File: config.mk
export PLATFORM = sky130hd
export DESIGN_NAME = core_mmu_walker
export DESIGN_NICKNAME = d
export VERILOG_FILES = /design/src/rtl/core_mmu_walker.sv
export SDC_FILE = /design/constraint.sdc
export NUM_CORES = 1
export LEC_CHECK = 0
export BUFFER_PORTS_ARGS = -buffer_cell sky130_fd_sc_hd__clkbuf_2
export CAP_MARGIN = 40
export CORE_MARGIN = 5
export CORE_UTILIZATION = 45
export CTS_BUF_LIST = sky130_fd_sc_hd__clkbuf_8
export DETAILED_ROUTE_END_ITERATION = 10
export PLACE_DENSITY = 0.73
export RECOVER_POWER = 25
export SLEW_MARGIN = 0
export SYNTH_ARGS = -nofsm -noshare
export SYNTH_HDL_FRONTEND = slang
export SYNTH_SLANG_ARGS = --single-unit
File: constraint.sdc
create_clock -name clk -period 7.2 [get_ports clk]
set_clock_uncertainty 0.05 [all_clocks]
set_input_delay 0.36 -clock clk [delete_from_list [all_inputs] [get_ports clk]]
set_output_delay 0.36 -clock clk [all_outputs]
set_load 0.05 [all_outputs]
File: src/rtl/core_mmu_walker.sv
// Two-level ARMv4/v5 page-table walker with domain and access-permission checks.
// Produces one translation per request and captures abort status for the CP15 FSR/FAR.
module core_mmu_walker (
  input  logic        clk,
  input  logic        rst,
  input  logic        mmu_enable,
  input  logic [31:0] ttbr,
  input  logic [31:0] dacr,
  input  logic        req_valid,
  output logic        req_ready,
  input  logic [31:0] req_va,
  input  logic        req_priv,
  input  logic        req_write,
  output logic        bus_start,
  output logic [29:0] bus_addr,
  input  logic        bus_ready,
  input  logic [31:0] bus_data_rd,
  output logic        resp_valid,
  output logic        resp_fault,
  output logic [31:0] resp_pa,
  output logic        fault_register,
  output logic        fault_page,
  output logic [1:0]  fault_type,
  output logic [3:0]  fault_domain,
  output logic [31:0] fault_addr
);

  typedef enum logic [2:0] {
    S_IDLE, S_L1_REQ, S_L1_WAIT, S_L2_REQ, S_L2_WAIT, S_CHECK, S_RESP
  } state_e;

  localparam logic [1:0] FT_NONE   = 2'b00;
  localparam logic [1:0] FT_TRANS  = 2'b01;
  localparam logic [1:0] FT_DOMAIN = 2'b10;
  localparam logic [1:0] FT_PERM   = 2'b11;

  state_e      state_q, state_d;
  logic [31:0] va_q, va_d;
  logic        priv_q, priv_d;
  logic        write_q, write_d;
  logic        l2_q, l2_d;
  logic [3:0]  dom_q, dom_d;
  logic [1:0]  ap_q, ap_d;
  logic [31:0] pa_q, pa_d;
  logic [1:0]  ftype_q, ftype_d;
  logic [29:0] bus_addr_q, bus_addr_d;
  logic        fpage_q;
  logic [1:0]  ftype_out_q;
  logic [3:0]  fdom_q;
  logic [31:0] faddr_q;
  logic        unused_ok;

  // Domain control 11 bypasses AP; 00/10 abort; 01 (client) applies AP rules.
  function automatic logic [1:0] access_check(input logic [1:0] dom_ctl, input logic [1:0] ap,
                                              input logic priv, input logic wr);
    logic [1:0] ft;
    ft = FT_NONE;
    case (dom_ctl)
      2'b11: ft = FT_NONE;
      2'b01: begin
        case (ap)
          2'b00:   ft = FT_PERM;
          2'b01:   if (!priv) ft = FT_PERM;
          2'b10:   if (!priv && wr) ft = FT_PERM;
          default: ft = FT_NONE;
        endcase
      end
      default: ft = FT_DOMAIN;
    endcase
    return ft;
  endfunction

  always_comb begin
    state_d    = state_q;
    va_d       = va_q;
    priv_d     = priv_q;
    write_d    = write_q;
    l2_d       = l2_q;
    dom_d      = dom_q;
    ap_d       = ap_q;
    pa_d       = pa_q;
    ftype_d    = ftype_q;
    bus_addr_d = bus_addr_q;
    case (state_q)
      S_IDLE: begin
        if (req_valid) begin
          va_d    = req_va;
          priv_d  = req_priv;
          write_d = req_write;
          l2_d    = 1'b0;
          dom_d   = 4'd0;
          ap_d    = 2'b00;
          ftype_d = FT_NONE;
          pa_d    = req_va;
          if (mmu_enable) begin
            bus_addr_d = {ttbr[31:14], req_va[31:20]};
            state_d    = S_L1_REQ;
          end else begin
            state_d = S_RESP;
          end
        end
      end
      S_L1_REQ: state_d = S_L1_WAIT;
      S_L1_WAIT: begin
        if (bus_ready) begin
          case (bus_data_rd[1:0])
            2'b10: begin
              dom_d   = bus_data_rd[8:5];
              ap_d    = bus_data_rd[11:10];
              pa_d    = {bus_data_rd[31:20], va_q[19:0]};
              state_d = S_CHECK;
            end
            2'b01: begin
              dom_d      = bus_data_rd[8:5];
              l2_d       = 1'b1;
              bus_addr_d = {bus_data_rd[31:10], va_q[19:12]};
              state_d    = S_L2_REQ;
            end
            default: begin
              ftype_d = FT_TRANS;
              dom_d   = 4'd0;
              l2_d    = 1'b0;
              state_d = S_RESP;
            end
          endcase
        end
      end
      S_L2_REQ: state_d = S_L2_WAIT;
      S_L2_WAIT: begin
        if (bus_ready) begin
          ap_d = bus_data_rd[5:4];
          case (bus_data_rd[1:0])
            2'b01: begin
              pa_d    = {bus_data_rd[31:16], va_q[15:0]};
              state_d = S_CHECK;
            end
            2'b10: begin
              pa_d    = {bus_data_rd[31:12], va_q[11:0]};
              state_d = S_CHECK;
            end
            default: begin
              ftype_d = FT_TRANS;
              state_d = S_RESP;
            end
          endcase
        end
      end
      S_CHECK: begin
        ftype_d = access_check(dacr[{dom_q, 1'b0} +: 2], ap_q, priv_q, write_q);
        state_d = S_RESP;
      end
      S_RESP:  state_d = S_IDLE;
      default: state_d = S_IDLE;
    endcase
  end

  always_ff @(posedge clk) begin
    if (rst) begin
      state_q     <= S_IDLE;
      va_q        <= '0;
      priv_q      <= 1'b0;
      write_q     <= 1'b0;
      l2_q        <= 1'b0;
      dom_q       <= '0;
      ap_q        <= '0;
      pa_q        <= '0;
      ftype_q     <= FT_NONE;
      bus_addr_q  <= '0;
      fpage_q     <= 1'b0;
      ftype_out_q <= FT_NONE;
      fdom_q      <= '0;
      faddr_q     <= '0;
    end else begin
      state_q    <= state_d;
      va_q       <= va_d;
      priv_q     <= priv_d;
      write_q    <= write_d;
      l2_q       <= l2_d;
      dom_q      <= dom_d;
      ap_q       <= ap_d;
      pa_q       <= pa_d;
      ftype_q    <= ftype_d;
      bus_addr_q <= bus_addr_d;
      // Capture status on the edge into RESP so it is valid alongside fault_register.
      if (state_d == S_RESP && ftype_d != FT_NONE) begin
        fpage_q     <= l2_d;
        ftype_out_q <= ftype_d;
        fdom_q      <= dom_d;
        faddr_q     <= va_q;
      end
    end
  end

  assign req_ready      = (state_q == S_IDLE);
  assign bus_start      = (state_q == S_L1_REQ) || (state_q == S_L2_REQ);
  assign bus_addr       = bus_addr_q;
  assign resp_valid     = (state_q == S_RESP);
  assign resp_fault     = resp_valid && (ftype_q != FT_NONE);
  assign resp_pa        = (resp_valid && !resp_fault) ? pa_q : 32'd0;
  assign fault_register = resp_fault;
  assign fault_page     = fpage_q;
  assign fault_type     = ftype_out_q;
  assign fault_domain   = fdom_q;
  assign fault_addr     = faddr_q;

  // Low TTBR bits and the C/B descriptor bits play no part in translation.
  assign unused_ok = ^{ttbr[13:0], bus_data_rd[3:2]};

endmodule

==> metrics.json, run 1 <==
{
  "synth.cell_area": {"value": 0.006902, "unit": "mm2"},
  "synth_largest_area_cell": {"value": "dfxtp_1"},
  "arrival_worst_endpoint": {"value": 3.41, "unit": "ns"},
  "clock_tree_from_tritoncts": {"value": "done"},
  "post-cts-setup-buffer-count": {"value": 0},
  "regToRegEndpoint": {"value": "fault_domain[1]$_SDFFE_PP0P_"},
  "htreeDepth": {"value": 4},
  "regToRegSetupSlack": {"value": 4.08, "unit": "ns"},
  "max_freq": {"value": 320.3, "unit": "MHz"},
  "mappedNetlistNets": {"value": 958},
  "status": {"value": "completed"},
  "dp_hpwl": {"value": 14.44, "unit": "mm"},
  "design_area": {"value": 0.008442, "unit": "mm2"},
  "critical_path_required": {"value": 7.49, "unit": "ns"},
  "globalplace.congestion": {"value": 0.8316},
  "reg2reg_from": {"value": "dom_q[0]$_SDFF_PP0_"},
  "power_density": {"value": 280.6, "unit": "mW/mm2"},
  "startpoint_type": {"value": "flip-flop"},
  "worst_setup_path_startpoint": {"value": "dom_q[0]$_SDFF_PP0_"},
  "globalRoute.totalOverflow": {"value": 0},
  "critPathMaxFanout": {"value": 37},
  "slew_viol_final": {"value": 0},
  "post-route-min-period": {"value": 3.122, "unit": "ns"},
  "grt.total_usage": {"value": 22.51, "unit": "%"},
  "synth_flop_cell": {"value": "dfxtp_1"},
  "worst_min_delay_path_endpoint": {"value": "priv_q$_SDFFE_PP0P_"},
  "numCtsBuffers": {"value": 17},
  "drcViolationCount": {"value": 0},
  "floorplan.io_pins": {"value": 241},
  "hold_start": {"value": "req_priv"},
  "area_after_detailed_placement": {"value": 0.008070, "unit": "mm2"},
  "drive_above_1_share": {"value": 21.73, "unit": "%"},
  "detail_route.vias_per_cell": {"value": 5.373},
  "worst-slew-pin-transition": {"value": 0.6913, "unit": "ns"},
  "placement.io_buffers": {"value": 223},
  "placed_cells_incl_taps": {"value": 1173},
  "yosys_warnings": {"value": 0},
  "grt_first_pass_wirelength": {"value": 32.09, "unit": "mm"},
  "floorplan.initialDensity": {"value": 45.57, "unit": "%"},
  "fin_cells": {"value": 1205},
  "clock_latency": {"value": 0.45, "unit": "ns"},
  "via_count": {"value": 6474},
  "cts_resized": {"value": 0},
  "grt_max_degree": {"value": 83},
  "synth_top_cells_by_area": {"value": "dfxtp_1 (43%), nand2_1 (8.4%), a311oi_1 (6.7%)"},
  "final-setup-viol-count": {"value": 0},
  "die_y": {"value": 133.8, "unit": "um"},
  "yosys_register_bits": {"value": 147},
  "wl": {"value": 20.61, "unit": "mm"},
  "synth-edff-count": {"value": 0},
  "critical_path_class": {"value": "reg -> reg"},
  "vdd.ir_drop.worst": {"value": 0.1325, "unit": "mV"},
  "path_clk_slew": {"value": 0.08, "unit": "ns"},
  "max_slew_margin": {"value": 53.91, "unit": "%"},
  "final_min_period_over_clock_period": {"value": 43.36, "unit": "%"},
  "cellLeakagePower": {"value": 0.003364, "unit": "uW"},
  "die_outline_area": {"value": 0.01791, "unit": "mm2"},
  "clock_sinks": {"value": 147},
  "antenna_found_initial": {"value": 0},
  "cts-hold-fix-buffers": {"value": 0},
  "worst_setup_path_end_kind": {"value": "flip-flop"},
  "clockBufferDepth": {"value": 2},
  "post_synth_num_cell_types": {"value": 49},
  "grt_setup_unrepaired": {"value": "false"},
  "hold_violations": {"value": 0},
  "finish.net_count": {"value": 1142},
  "floorplan.die.width": {"value": 133.8, "unit": "um"},
  "setup-tns-final": {"value": 0, "unit": "ns"},
  "timing.max_cap.violations": {"value": 0},
  "diodes_inserted": {"value": 0},
  "cts_root_buf": {"value": "clkbuf_8"},
  "ant_nets": {"value": 0},
  "ff2ff_path_depth": {"value": 7},
  "firstDrtPassIters": {"value": 5},
  "via_count_of_the_first_global_routing_pass": {"value": 6109},
  "postSynth.asyncResetShare": {"value": 0, "unit": "%"},
  "fp.coreArea": {"value": 0.01515, "unit": "mm2"},
  "row_count": {"value": 45},
  "whs_path_depth": {"value": 3},
  "synthesis.instances": {"value": 820},
  "avgRoutedWirePerCell": {"value": 17.11, "unit": "um"},
  "yosysSeqAreaShare": {"value": 42.64, "unit": "%"},
  "drt_first_iter_violations": {"value": 474},
  "syn2layout_area_growth": {"value": 22.32, "unit": "%"},
  "synthesis.area_per_instance": {"value": 8.417, "unit": "um2"},
  "hold_path.class": {"value": "in -> reg"},
  "netlist.area_leader.share": {"value": 42.64, "unit": "%"}
}
[power by group]
| group | leakage [uW] | internal [uW] | switching (uW) |
|---|---|---|---|
| clock network | 0.000224 | 410 | 320 |
| logic | 0.00194 | 203 | 450 |
| registers | 0.00120 | 916 | 71.1 |
| total | 0.00336 | 1530 | 841 |
[cell type report]
| cell class | instances | area, um2 |
|---|---|---|
| clock buffer | 17 | 234.0 |
| fill | 1441 | 6704 |
| inverter | 5 | 18.77 |
| multi-input combinational | 597 | 3637 |
| tap | 188 | 235.2 |
| sequential | 147 | 2943 |
| clock inverter | 15 | 216.5 |
| timing repair buffer | 236 | 1157 |
[worst max path at each step]
stage | slack (ns) | endpoint | cells past startpoint
finish | 4.08 | fault_domain[1]$_SDFFE_PP0P_ | 7
global route | 3.83 | bus_addr[2]$_SDFFE_PP0P_ | 8
CTS | 4.02 | fault_domain[1]$_SDFFE_PP0P_ | 7
detailed placement | 4.00 | fault_domain[3]$_SDFFE_PP0P_ | 7
global placement | 4.07 | fault_domain[3]$_SDFFE_PP0P_ | 7
floorplan | 4.00 | fault_domain[0]$_SDFFE_PP0P_ | 8
[synth_stat cells (3+ instances only)]
cell type and instances:
ha_1 3, mux2_4 5, nor2_1 84, o21a_1 5, a221oi_1 5, dfxtp_1 147, buf_12 3, clkbuf_1 58
a22oi_1 5, nor3_1 4, mux2i_1 35, nand2b_1 69, o21ai_0 31, a211oi_1 13, a311oi_1 53, mux4_1 5
inv_1 5, and2_1 35, a222oi_1 4, nand2_1 155, buf_2 4, nor2b_1 9, a21boi_0 3, and3_1 5
a21oi_1 47
[state kept, by name, summed over array words and instances, names as in the netlist]
register      count
fault_type        2
state_q           3
fault_page        1
l2_q              1
write_q           1
ftype_q           2
fault_addr       32
fault_domain      4
ap_q              2
pa_q             32
bus_addr         30
dom_q             4
va_q             32
priv_q            1
[cell families after synthesis]
family / synth area share, %
AND/OR/NAND/NOR: 24.71
buffers and inverters: 5.203
multiplexers: 8.557
AO/OA/AOI/OAI: 18.35
adder cells (fa/ha/maj): 0.5439
flip-flops: 42.64
[cells in the final DEF, fill, tap and decap left out, drive strengths merged, types with 4 or more instances in the layout]
master and n:
clkbuf 239, nand2 155, dfxtp 147, nor2 84, nand2b 69, a311oi 53
a21oi 47, and2 35, mux2i 35, o21ai 31, buf 14, a211oi 13
nor2b 9, inv 7, mux4 6, mux2 6, o21a 5, and3 5
a22oi 5, a221oi 5, bufinv 5, clkinv 5, a222oi 4, nor3 4
[stage by stage]
stage / utilization [%] / hold WS, ns / worst slack [ns] / total power, uW
floorplan: - / 0.3868 / 4.001 / 1474
global placement: 53.10 / 0.3933 / 4.067 / 1653
detailed placement: 53.28 / 0.3971 / 4.005 / 1664
CTS: 56.26 / 0.04853 / 4.015 / 2393
global route: 55.74 / 0.07620 / 3.830 / 2495
finish: 55.74 / 0.08156 / 4.078 / 2369
[routing by layer]
layer / wire length [um] / vias to the layer above / share of wire, % / track usage, %
li1: - / 3217 / - / -
met1: 9210 / 2995 / 45 / 30.30
met2: 9552 / 213 / 46 / 34.81
met3: 1201 / 49 / 5.8 / 4.839
met4: 649 / 0 / 3.1 / 10.00
met5: 0 / - / 0 / 0
[worst max-delay path: stages (launching register included)]
cell and delay, ns:
dfxtp_1 0.66, mux4_1 0.63, nor2_1 0.13, a2111oi_2 0.07, nor3_1 0.37, o41a_2 0.22
buf_4 0.53, mux2_4 0.35
Note: power is estimated with default switching activity, not from simulation.
==> run 2, diff against run 1 <==
- ABC_AREA: not set -> 1
- PLACE_DENSITY: 0.73 -> 0.76
- clock period: 7.2 -> 2.62 ns (I/O delays scaled with it)
==> run 2 against run 1 <==
Sequential share of layout area down 3.4 points. Area after synthesis down 0.96%. Synthesized cell count grew 20%. Largest power group is now combinational cells. Cell count grew 22%. Global-route usage is 3.2 points higher. Via count rose by 17%. Critical path depth up 3. Highest routed layer unchanged. Die area shrank 0.89%. Combinational power grew to 5.0 times the previous value. Wire length up 14%.
==> metrics.json, run 2 <==
{
  "status": {"value": "completed"},
  "arrival_worst_endpoint": {"value": 2.78, "unit": "ns"},
  "globalRoute.totalOverflow": {"value": 0},
  "clock_sinks": {"value": 147},
  "worst_setup_path_end_kind": {"value": "flip-flop"},
  "antenna_found_initial": {"value": 1},
  "clock_latency": {"value": 0.45, "unit": "ns"},
  "worst_min_delay_path_endpoint": {"value": "ap_q[1]$_SDFFE_PP0P_"},
  "yosysMostFrequentCell": {"value": "nand2_1"},
  "max_slew_margin": {"value": 52.07, "unit": "%"},
  "numCtsBuffers": {"value": 17},
  "cts_root_buf": {"value": "clkbuf_8"},
  "regToRegEndpoint": {"value": "bus_addr[23]$_SDFFE_PP0P_"},
  "hold_start": {"value": "bus_data_rd[5]"},
  "worst_setup_path_startpoint": {"value": "state_q[0]$_SDFF_PP0_"},
  "grt_setup_unrepaired": {"value": "false"},
  "synthesis.area_per_instance": {"value": 6.925, "unit": "um2"},
  "drcViolationCount": {"value": 0},
  "hold_violations": {"value": 0},
  "synth_flop_cell": {"value": "dfxtp_1"},
  "power.share.combinational": {"value": 39.2, "unit": "%"},
  "floorplan.die.width": {"value": 133.2, "unit": "um"},
  "switching_share": {"value": 41.08, "unit": "%"},
  "final-setup-viol-count": {"value": 0},
  "htreeDepth": {"value": 4},
  "slew_viol_final": {"value": 0},
  "crit_slowest_cell": {"value": "dlygate4sd3_1"},
  "cellLeakagePower": {"value": 0.004258, "unit": "uW"},
  "ff2ff_path_depth": {"value": 10},
  "critical_path_required": {"value": 2.91, "unit": "ns"},
  "worst_hold_check_slack": {"value": 0.01874, "unit": "ns"},
  "firstDrtPassIters": {"value": 6},
  "floorplan.initialDensity": {"value": 45.47, "unit": "%"},
  "fp.coreArea": {"value": 0.01503, "unit": "mm2"},
  "grt_max_degree": {"value": 138},
  "drt_first_iter_violations": {"value": 615},
  "synthTopCellsByCount": {"value": "nand2_1 (184), dfxtp_1 (147), a21oi_1 (112)"},
  "timing.critical_path.cells": {"value": "inv_2 > nand3_2 > buf_6 > o22ai_1 > nand3_1 > inv_1 > buf_12 > o21ai_0 > a31oi_1 > dlygate4sd3_1"},
  "reg2reg_from": {"value": "state_q[0]$_SDFF_PP0_"},
  "hold_path.class": {"value": "in -> reg"},
  "drive_above_1_share": {"value": 17.00, "unit": "%"},
  "synth_top_cells_by_area": {"value": "dfxtp_1 (43%), nand2_1 (10%), a21oi_1 (8.2%)"},
  "path_clk_slew": {"value": 0.08, "unit": "ns"},
  "worst-slew-pin-transition": {"value": 0.7220, "unit": "ns"},
  "clock_tree_from_tritoncts": {"value": "done"},
  "fillers": {"value": 1372},
  "synth.cell_area": {"value": 0.006835, "unit": "mm2"},
  "max_freq": {"value": 401.9, "unit": "MHz"},
  "post_synth_num_cell_types": {"value": 33},
  "synthesis.instances": {"value": 987},
  "timing.max_cap.violations": {"value": 0},
  "via_count": {"value": 7591},
  "setup-tns-final": {"value": 0, "unit": "ns"},
  "syn2layout_area_growth": {"value": 36.90, "unit": "%"},
  "grt.total_usage": {"value": 25.70, "unit": "%"},
  "mostFrequentLayoutCell": {"value": "nand2_1"},
  "dp_hpwl": {"value": 14.83, "unit": "mm"},
  "regToRegSetupSlack": {"value": 0.13, "unit": "ns"},
  "area_of_combinational_cells_with_multiple_inputs": {"value": 0.003105, "unit": "mm2"},
  "whs_path_depth": {"value": 3},
  "power_density": {"value": 878.9, "unit": "mW/mm2"},
  "wl": {"value": 23.43, "unit": "mm"},
  "synth-edff-count": {"value": 0},
  "yosysSeqAreaShare": {"value": 43.05, "unit": "%"},
  "critPathMaxFanout": {"value": 60},
  "finish.net_count": {"value": 1407},
  "grt_first_pass_wirelength": {"value": 36.56, "unit": "mm"},
  "internal_power": {"value": 4846, "unit": "uW"},
  "finalPower": {"value": 8225, "unit": "uW"},
  "floorplan.io_pins": {"value": 241},
  "postSynth.asyncResetShare": {"value": 0, "unit": "%"},
  "layout.area.seq": {"value": 0.002943, "unit": "mm2"},
  "netlist.area_leader.share": {"value": 43.05, "unit": "%"},
  "startpoint_type": {"value": "flip-flop"},
  "clockBufferDepth": {"value": 2},
  "yosys_warnings": {"value": 0},
  "die_outline_area": {"value": 0.01775, "unit": "mm2"},
  "mappedNetlistNets": {"value": 1125},
  "clock_power_share": {"value": 24.6, "unit": "%"},
  "vdd.ir_drop.worst": {"value": 0.6015, "unit": "mV"},
  "ant_nets": {"value": 0},
  "row_count": {"value": 45},
  "yosys_register_bits": {"value": 147},
  "avgRoutedWirePerCell": {"value": 15.93, "unit": "um"},
  "globalplace.congestion": {"value": 0.8857},
  "power.switching": {"value": 3379, "unit": "uW"},
  "share_seq_of_total_power": {"value": 36.1, "unit": "%"},
  "final_min_period_over_clock_period": {"value": 94.97, "unit": "%"},
  "final_cell_mix": {"value": "nand2_1 (184), clkbuf_2 (160), dfxtp_1 (147)"},
  "post-route-min-period": {"value": 2.488, "unit": "ns"},
  "critical_path.max_stage_delay": {"value": 0.58, "unit": "ns"},
  "critical_path_class": {"value": "reg -> reg"},
  "placement.io_buffers": {"value": 223},
  "detail_route.vias_per_cell": {"value": 5.160},
  "die_y": {"value": 133.2, "unit": "um"},
  "via_count_of_the_first_global_routing_pass": {"value": 7129},
  "synth_largest_area_cell": {"value": "dfxtp_1"}
}
## run 2: cell types whose count changed after synthesis, sizes merged, moves of 29 or more
cell	previous run	this run
inv	5	117
o21ai	31	106
nand2b	69	0
nand3	0	69
a21oi	47	112
a311oi	53	0
and2	35	0
nand2	155	186
a31oi	1	30
## run 2: cell families after synthesis
| logic type | after synthesis | synth area share [%] |
|---|---|---|
| and+or+nand+nor | 364 | 21.69 |
| AOI/OAI and AO/OA | 271 | 21.38 |
| buffers and inverters | 191 | 11.72 |
| DFF | 147 | 43.05 |
| muxes | 11 | 1.611 |
| adders and majority gates | 3 | 0.5492 |
## run 2: metrics by stage
step	util (%)	std cells	setup slack [ns]	area, um2
finish	62.25	1471	0.1318	9358
global placement	53.17	1340	0.1960	7993
CTS	62.71	1470	0.1385	9427
floorplan	-	987	0.2920	6838
global route	62.25	1471	0.0007343	9358
detailed placement	53.17	1340	0.1559	7993
## run 2: how the worst max path moves through the flow
stage,endpoint,cells after the start,slack (ns)
3_3_place_gp,fault_type[0]$_SDFFE_PP0P_,12,0.20
3_5_place_dp,fault_type[0]$_SDFFE_PP0P_,12,0.16
2_1_floorplan,resp_pa[10],6,0.29
6_report,bus_addr[23]$_SDFFE_PP0P_,10,0.13
4_1_cts,fault_type[0]$_SDFFE_PP0P_,12,0.14
5_1_grt,bus_addr[23]$_SDFFE_PP0P_,10,0.0007
## run 2: critical path: cells and delay by family (launching register included)
| family | cells | cell delay (ns) |
|---|---|---|
| flip-flops | 1 | 0.47 |
| AND/OR/NAND/NOR | 2 | 0.19 |
| AO/OA/AOI/OAI | 3 | 0.42 |
| buffers and inverters | 5 | 1.23 |
## run 2: what timing repair did
item	in CTS	in global routing
hold buffers	98	0
setup endpoints to repair	0	36
endpoints found under the hold margin	103	0
gates resized for setup	0	2
setup buffers	0	0
## run 2: cell type report
class | count | area share [%]
multi-input combinational | 649 | 33.19
sequential | 147 | 31.45
timing repair buffer | 335 | 23.17
inverter | 119 | 4.813
clock buffer | 19 | 2.794
tap | 188 | 2.514
clock inverter | 13 | 2.046
antenna | 1 | 0.02674
## run 2: metal layers
metal / global-route usage [%] / wire, um
met5: 0 / 0
met4: 11.14 / 815
met3: 7.100 / 1874
met2: 42.10 / 10830
met1: 31.80 / 9909
## run 2: power by group through the flow
stage	clock network [uW]	registers (uW)	logic, uW
after floorplan	0	3490	1740
after global placement	0	2980	2930
after detailed placement	0	2990	2960
after CTS	2050	2950	3180
after global routing	2140	3020	3500
final	2030	2970	3230
==> run 3, diff against run 2 <==
- ABC_AREA: 1 -> not set
- GPL_ROUTABILITY_DRIVEN: not set -> 0
==> run 3 against run 2 <==
Wire length decreased by 3.5%. Largest cell class unchanged. Worst setup slack improved by 0.023 ns. First-iteration DRC count decreased by 22%. Clock power decreased by 14%. Non-clock buffer count decreased by 5. Critical path depth decreased by 2. Cell area increased by 0.91%. Hold slack improved by 0.045 ns.
==> metrics.json, run 3 (synthesized netlist as in run 1, its figures left out) <==
{
  "status": {"value": "completed"},
  "critical_path.max_stage_delay": {"value": 0.57, "unit": "ns"},
  "fp.coreArea": {"value": 0.01515, "unit": "mm2"},
  "worst_setup_path_end_kind": {"value": "flip-flop"},
  "switching_share": {"value": 36.95, "unit": "%"},
  "hold_violations": {"value": 0},
  "grt.total_usage": {"value": 24.90, "unit": "%"},
  "via_count": {"value": 7074},
  "clock_power_share": {"value": 27.0, "unit": "%"},
  "firstDrtPassIters": {"value": 5},
  "layout.area.seq": {"value": 0.002944, "unit": "mm2"},
  "power.share.combinational": {"value": 31.3, "unit": "%"},
  "clock_tree_from_tritoncts": {"value": "done"},
  "avgRoutedWirePerCell": {"value": 17.39, "unit": "um"},
  "ant_nets": {"value": 0},
  "startpoint_type": {"value": "flip-flop"},
  "internal_power": {"value": 4076, "unit": "uW"},
  "clock_latency": {"value": 0.45, "unit": "ns"},
  "row_count": {"value": 45},
  "final_cell_mix": {"value": "nand2_1 (155), clkbuf_2 (154), dfxtp_1 (146)"},
  "cts_root_buf": {"value": "clkbuf_8"},
  "drcViolationCount": {"value": 0},
  "vdd.ir_drop.worst": {"value": 0.4739, "unit": "mV"},
  "grt_first_pass_wirelength": {"value": 35.77, "unit": "mm"},
  "globalRoute.totalOverflow": {"value": 0},
  "final-setup-viol-count": {"value": 0},
  "area_of_combinational_cells_with_multiple_inputs": {"value": 0.003649, "unit": "mm2"},
  "post-route-min-period": {"value": 2.465, "unit": "ns"},
  "clockBufferDepth": {"value": 2},
  "grt_max_degree": {"value": 93},
  "worst-slew-pin-transition": {"value": 0.8552, "unit": "ns"},
  "detail_route.vias_per_cell": {"value": 5.442},
  "placement.io_buffers": {"value": 223},
  "htreeDepth": {"value": 4},
  "via_count_of_the_first_global_routing_pass": {"value": 6936},
  "utilization": {"value": 62.35, "unit": "%"},
  "power_density": {"value": 684.5, "unit": "mW/mm2"},
  "max_freq": {"value": 405.6, "unit": "MHz"},
  "cellLeakagePower": {"value": 0.003775, "unit": "uW"},
  "floorplan.io_pins": {"value": 241},
  "dp_hpwl": {"value": 14.83, "unit": "mm"},
  "final_min_period_over_clock_period": {"value": 94.10, "unit": "%"},
  "post-cts-setup-buffer-count": {"value": 0},
  "critical_path_required": {"value": 2.95, "unit": "ns"},
  "grt_setup_unrepaired": {"value": "false"},
  "antenna_found_initial": {"value": 0},
  "crit_slowest_cell": {"value": "mux4_1"},
  "clock_sinks": {"value": 147},
  "path_clk_slew": {"value": 0.08, "unit": "ns"},
  "setup-tns-final": {"value": 0, "unit": "ns"},
  "numCtsBuffers": {"value": 17},
  "power.switching": {"value": 2388, "unit": "uW"},
  "drt_first_iter_violations": {"value": 480},
  "fillers": {"value": 1268},
  "arrival_worst_endpoint": {"value": 2.79, "unit": "ns"},
  "floorplan.die.width": {"value": 133.8, "unit": "um"},
  "timing.max_cap.violations": {"value": 0},
  "die_outline_area": {"value": 0.01791, "unit": "mm2"},
  "slew_viol_final": {"value": 0},
  "finish.net_count": {"value": 1236},
  "wl": {"value": 22.60, "unit": "mm"},
  "timing.critical_path.cells": {"value": "mux4_1 > mux2i_1 > o22a_1 > and4_4 > o41a_2 > buf_12 > buf_12 > mux2i_1"},
  "share_seq_of_total_power": {"value": 41.7, "unit": "%"},
  "mostFrequentLayoutCell": {"value": "nand2_1"},
  "max_slew_margin": {"value": 42.93, "unit": "%"},
  "die_y": {"value": 133.8, "unit": "um"},
  "critical_path_class": {"value": "reg -> reg"},
  "hold_path.class": {"value": "in -> reg"},
  "drive_above_1_share": {"value": 21.42, "unit": "%"},
  "critPathMaxFanout": {"value": 16},
  "syn2layout_area_growth": {"value": 36.82, "unit": "%"},
  "floorplan.initialDensity": {"value": 45.57, "unit": "%"}
}
-- run 3: final timing paths --
| check | slack, ns | endpoint | cells after the start | start |
|---|---|---|---|---|
| worst max-delay path | 0.15 | fault_addr[14]$_SDFFE_PP0P_ | 8 | dom_q[0]$_SDFF_PP0_ |
| worst min register to register | 0.41 | va_q[31]$_SDFFE_PP0P_ | 2 | va_q[31]$_SDFFE_PP0P_ |
| worst max register to register | 0.15 | fault_addr[14]$_SDFFE_PP0P_ | 8 | dom_q[0]$_SDFF_PP0_ |
| worst min-delay path | 0.06 | ftype_q[1]$_SDFF_PP0_ | 2 | rst |
-- run 3: per-layer routing --
metal  global-route usage [%]  vias up  wire, um
li1                         -     3399         -
met1                    32.90     3299      9610
met2                    39.02      310     10590
met3                    6.189       66      1619
met4                    10.29        0       784
met5                        0        -         0
-- run 3: timing repair --
| action | in CTS | in global routing |
|---|---|---|
| hold buffers | 80 | 0 |
| hold endpoints to repair | 95 | 0 |
| endpoints found under the setup margin | 1 | 0 |
| gates resized for setup | 1 | 0 |
-- run 3: layout make-up --
| class | count | area share, % |
|---|---|---|
| tap | 188 | 2.491 |
| multi-input combinational | 597 | 38.64 |
| timing repair buffer | 330 | 23.36 |
| clock inverter | 14 | 1.484 |
| inverter | 5 | 0.1988 |
| sequential | 147 | 31.18 |
| antenna | 1 | 0.02650 |
| clock buffer | 18 | 2.624 |
-- run 3: metrics by stage --
stage | area (um2) | hold WS (ns) | total power, uW | worst slack [ns] | instances
6_report | 9443 | 0.06325 | 6464 | 0.1546 | 1300
5_1_grt | 9440 | 0.07863 | 6805 | 0.02396 | 1299
4_1_cts | 9519 | 0.03327 | 6480 | 0.1358 | 1299
3_5_place_dp | 8329 | 0.3300 | 4654 | 0.009899 | 1187
3_3_place_gp | 8329 | 0.3216 | 4614 | 0.07799 | 1187
2_1_floorplan | 6913 | 0.2170 | 4060 | 0.1469 | 820
-- run 3: power groups by stage --
| stage | registers (uW) | clock network [uW] | logic [uW] |
|---|---|---|---|
| floorplan | 2960 | 0 | 1100 |
| global route | 2730 | 1870 | 2200 |
| global placement | 2730 | 0 | 1880 |
| CTS | 2690 | 1780 | 2010 |
| finish | 2700 | 1740 | 2020 |
| detailed placement | 2740 | 0 | 1910 |
-- run 3: critical path, delay by kind of cell, from the launching register on --
| kind | cells | cell delay, ns |
|---|---|---|
| AOI/OAI and AO/OA | 2 | 0.36 |
| buffers and inverters | 2 | 0.34 |
| DFF | 1 | 0.46 |
| muxes | 3 | 0.92 |
| and+or+nand+nor | 1 | 0.25 |
